===== src/rtl/led_pattern_gen.sv =====
// Multi-mode LED pattern generator: FILL, RUN, BOUNCE and BLINK patterns driven by a
// programmable prescaler tick, a speed divider and a pause control.
module led_pattern_gen #(
    parameter int LED_W    = 8,
    parameter int TICK_MAX = 49_999_999,
    parameter int CNT_W    = 26
) (
    input  logic             clk,
    input  logic             rst_n,
    input  logic [1:0]       mode,
    input  logic             dir,
    input  logic             pause,
    input  logic [1:0]       speed,
    output logic [LED_W-1:0] led,
    output logic             step_pulse
);

    typedef enum logic [1:0] {
        FILL   = 2'b00,
        RUN    = 2'b01,
        BOUNCE = 2'b10,
        BLINK  = 2'b11
    } mode_t;

    localparam logic [LED_W-1:0] ALL_ONES = '1;
    localparam logic [LED_W-1:0] LSB_ONE  = LED_W'(1);
    localparam logic [LED_W-1:0] MSB_ONE  = LSB_ONE << (LED_W - 1);
    localparam logic [CNT_W-1:0] CNT_LAST = CNT_W'(TICK_MAX);

    logic [CNT_W-1:0] cnt_reg;
    logic [1:0]       div_reg;
    mode_t            mode_q;
    logic             bdir_reg;

    logic             tick;
    logic             step;
    logic             led_onehot;
    logic [LED_W-1:0] bounce_shift;
    logic [LED_W-1:0] led_next;
    logic             bdir_next;

    function automatic logic [LED_W-1:0] init_pattern(input logic [1:0] m, input logic d);
        logic [LED_W-1:0] p;
        p = '0;
        if (m == RUN)
            p = d ? MSB_ONE : LSB_ONE;
        else if (m == BOUNCE)
            p = LSB_ONE;
        return p;
    endfunction

    assign tick       = (cnt_reg == CNT_LAST) && !pause;
    // A divider left above a freshly lowered speed still steps on the next tick.
    assign step       = tick && (div_reg >= speed);
    assign led_onehot = (led != '0) && ((led & (led - LSB_ONE)) == '0);
    assign bounce_shift = bdir_reg ? (led >> 1) : (led << 1);

    always_comb begin
        led_next  = led;
        bdir_next = bdir_reg;
        case (mode_q)
            FILL: begin
                if (led == ALL_ONES)
                    led_next = '0;
                else if (!dir)
                    led_next = {led[LED_W-2:0], 1'b1};
                else
                    led_next = {1'b1, led[LED_W-1:1]};
            end
            RUN: begin
                if (led == '0)
                    led_next = init_pattern(RUN, dir);
                else if (!dir)
                    led_next = {led[LED_W-2:0], led[LED_W-1]};
                else
                    led_next = {led[0], led[LED_W-1:1]};
            end
            BOUNCE: begin
                // Direction flips on the step that lands on an end, so each end shows once.
                if (!led_onehot) begin
                    led_next  = LSB_ONE;
                    bdir_next = 1'b0;
                end else begin
                    led_next = bounce_shift;
                    if (bounce_shift[LED_W-1])
                        bdir_next = 1'b1;
                    else if (bounce_shift[0])
                        bdir_next = 1'b0;
                end
            end
            default: led_next = ~led;
        endcase
    end

    always_ff @(posedge clk or negedge rst_n) begin
        if (!rst_n) begin
            cnt_reg    <= '0;
            div_reg    <= '0;
            mode_q     <= FILL;
            bdir_reg   <= 1'b0;
            led        <= '0;
            step_pulse <= 1'b0;
        end else if (mode != mode_q) begin
            // Mode switch restarts the pattern and timing, even while paused.
            mode_q     <= mode_t'(mode);
            led        <= init_pattern(mode, dir);
            cnt_reg    <= '0;
            div_reg    <= '0;
            bdir_reg   <= 1'b0;
            step_pulse <= 1'b0;
        end else begin
            if (!pause)
                cnt_reg <= (cnt_reg == CNT_LAST) ? '0 : cnt_reg + CNT_W'(1);
            if (tick)
                div_reg <= step ? 2'd0 : div_reg + 2'd1;
            step_pulse <= step;
            if (step) begin
                led      <= led_next;
                bdir_reg <= bdir_next;
            end
        end
    end

endmodule

===== config.mk =====
export PLATFORM = sky130hd
export DESIGN_NAME = led_pattern_gen
export DESIGN_NICKNAME = d
export VERILOG_FILES = /design/src/rtl/led_pattern_gen.sv
export SDC_FILE = /design/constraint.sdc
export NUM_CORES = 1
export LEC_CHECK = 0
export ABC_AREA = 1
export BUFFER_PORTS_ARGS = -buffer_cell sky130_fd_sc_hd__buf_4
export CAP_MARGIN = 10
export CORE_MARGIN = 2
export CORE_UTILIZATION = 50
export CTS_CLUSTER_SIZE = 20
export DETAILED_ROUTE_END_ITERATION = 16
export MAX_ROUTING_LAYER = met4
export PLACE_DENSITY_LB_ADDON = 0.08
export SLEW_MARGIN = 25
export SYNTH_ARGS = -nofsm -noshare
export SYNTH_HDL_FRONTEND = slang
export SYNTH_SLANG_ARGS = --single-unit

===== constraint.sdc =====
create_clock -name clk -period 3.9 [get_ports clk]
set_input_delay 0.585 -clock clk [delete_from_list [all_inputs] [get_ports clk]]
set_output_delay 0.585 -clock clk [all_outputs]
set_load 0.01 [all_outputs]

==> impl_metrics.ini <==
[clock_tree]
ctsResizeCount = 0
cts_root_buf = clkbuf_8
clockBufferDepth = 2
clk_pin_slew_ps = 80
cts_hold_buf = 0
postCtsSetupBuffers = 0
clock_latency_ps = 290
numCtsBuffers = 5
cts-htree-levels = 2
cts.sinks = 40
cts_tree = built

[sta]
grt_setup_unrepaired = false
fin_setup_tns_ps = 0
worst_slew_pin_slew_ps = 515
finClkSkew_ps = 8.11
worst_slack_ps = 2020
finalHoldViolCount = 0
finalCriticalPeriod_ps = 1880
max_freq_mhz = 532
slew_headroom_pct = 65.7
finalCritPeriodShare_pct = 48.2
setup_viol = 0
finalMaxSlewViolations = 0

[flow_run]
cap_violations = 0

[global_routing]
antenna_found_initial = 0
grt_busiest_layer = met1
gr-usage-met3_pct = 3.96
grt_first_pass_wirelength_mm = 11.9
grt_max_degree = 41
use_met1_pct = 35.5
overflow = 0
grt_use_total_pct = 24.0
grt_pass1_vias = 2445
grt_use_met2_pct = 34.4

[logic_synthesis]
netlist.area_leader.share_pct = 35.1
synth_top_flop_cell = dfrtp_1
ys_seq_area_share_pct = 35.1
synthTopCellsByCount = 108 x nand2_1, 63 x nor2_1, 51 x inv_1, 40 x dfrtp_1, 33 x nand3_1
ys_warn_count = 0
ys_async_sr_fraction_pct = 100
yosysMostFrequentCell = nand2_1
synth_edf_count = 0
avgSynthCellArea_sq_um = 6.68
synth_area_leaders = dfrtp_1 35%, nand2_1 14%, nor2_1 8.3%
syn-cell-area_sq_um = 2850
synth_cell_types = 36
syn_inst = 427
synth_seq_cells = 40
synth_area_leader_cell = dfrtp_1
syn_nets = 438

[die]
die_area_sq_um = 6330
die-width_um = 79.5
ios = 17
rows = 27
coreArea_sq_um = 5510
die_h_um = 79.5
initial_core_util_pct = 51.8

[placed_design]
place_inst = 504
place_area_sq_um = 3000
pre_cts_ws_ps = 1910
dp_hpwl_mm = 5.03
globalplace.congestion = 0.899
io_buffer_count = 16

[drt]
wirelength_mm = 6.75
drt_first_pass_iters = 5
ant_nets = 0
vias_per_cell = 5.29
wl_per_cell_um = 13.2
vias = 2705
drc_errors = 0
drtIter0Drc = 213

[power]
leakage_nw = 1.49
ir_worst_vdd_v = 0.000128
finalPower_mw = 0.809
p_per_area_nw_per_um2 = 263

[critical_path]
reg2reg_from = cnt_reg[0]
crit_path_start_kind = flip-flop
required_ps = 4130
end_kind = flip-flop
cp-startpoint = cnt_reg[0]
crit_arrival_ps = 2110
path_class = flip-flop to flip-flop
reg2reg_slack_ps = 2020
crit_fanout = 10

[finish]
postLayoutCellArea_sq_um = 3070
area_delta_synth_final_pct = 7.76
antenna_cells = 0
nets = 450
layout.cells.non_filler = 511
fillers = 562
largest_register_ffs = 26
drive_above_1_share_pct = 10.0

[worst_hold_path]
min_path_type = primary input to asynchronous set/reset pin

[run_status]
outcome = finished, final reports clean
-- critical path: stages, from the launching register on --
cell and delay [ps]:
dfrtp_1 390, ha_1 220, nand2_1 110, nor2_2 150, nand2_1 170, nor2_2 160, nand4_2 280, a21oi_1 220
nand2_1 70, nand2_1 50
-- power breakdown --
group	total (mW)	switching (mW)	internal (mW)
combinational	0.116	0.0824	0.0331
clock	0.268	0.146	0.122
sequential	0.426	0.00699	0.419
total	0.809	0.235	0.574
-- placed cells by master (no fill, tap or decap), types with 2 or more instances in the layout --
master	count
nand2_2	3
buf_4	16
o21bai_1	2
o21ai_1	4
xnor2_1	4
nand3_1	33
nor2_4	2
nor2_1	63
a21oi_1	24
o21ai_0	14
ha_1	3
inv_1	51
nor3_1	15
xor2_1	8
nand3b_1	2
nand4_1	14
nor4_1	2
nor3_2	2
a31oi_1	2
clkbuf_8	5
nor2_2	6
dfrtp_1	40
nand2_1	108
nand4_2	2
inv_2	3
-- cell type report --
type	count	area, sq um	area share (%)
Clock buffer	6	72.6	2.36
Clock inverter	1	5.00	0.163
Inverter	55	209	6.80
Multi-Input combinational cell	321	1580	51.3
Sequential cell	40	1000	32.6
Tap cell	72	90.1	2.93
Timing Repair Buffer	16	120	3.91
-- metal layers --
metal | wire length (um) | up-vias | part of all wire, %
met4 | 61 | 0 | 0.90
li1 | - | 1396 | -
met2 | 2750 | 85 | 41
met3 | 376 | 7 | 5.6
met1 | 3560 | 1217 | 53
met5 | 0 | - | 0
-- through the flow --
stage | hold slack [ps] | util, %
5_1_grt | 295 | 55.8
6_report | 263 | 55.8
3_3_place_gp | 525 | 54.4
2_1_floorplan | 289 | -
4_1_cts | 282 | 55.8
3_5_place_dp | 520 | 54.4
-- worst paths after layout --
check / depth (start not counted) / endpoint
min in group clk: 1 / mode_q[1]
worst max-delay path: 9 / led[5]
worst min-delay path: 1 / cnt_reg[5]
worst min register to register: 2 / div_reg[1]
worst max register to register: 9 / led[5]
max in group asynchronous: 1 / led[0]
-- cells by family (layout without fill, tap and decap cells) --
family	after synthesis	after routing	synth area share [%]
buf+inv	66	78	9.65
flops	40	40	35.1
fa+ha+maj	3	3	1.32
compound gates	49	49	9.17
xor+xnor	12	12	3.68
simple gates	257	257	41.1
Power figures use the tool's default switching activity.
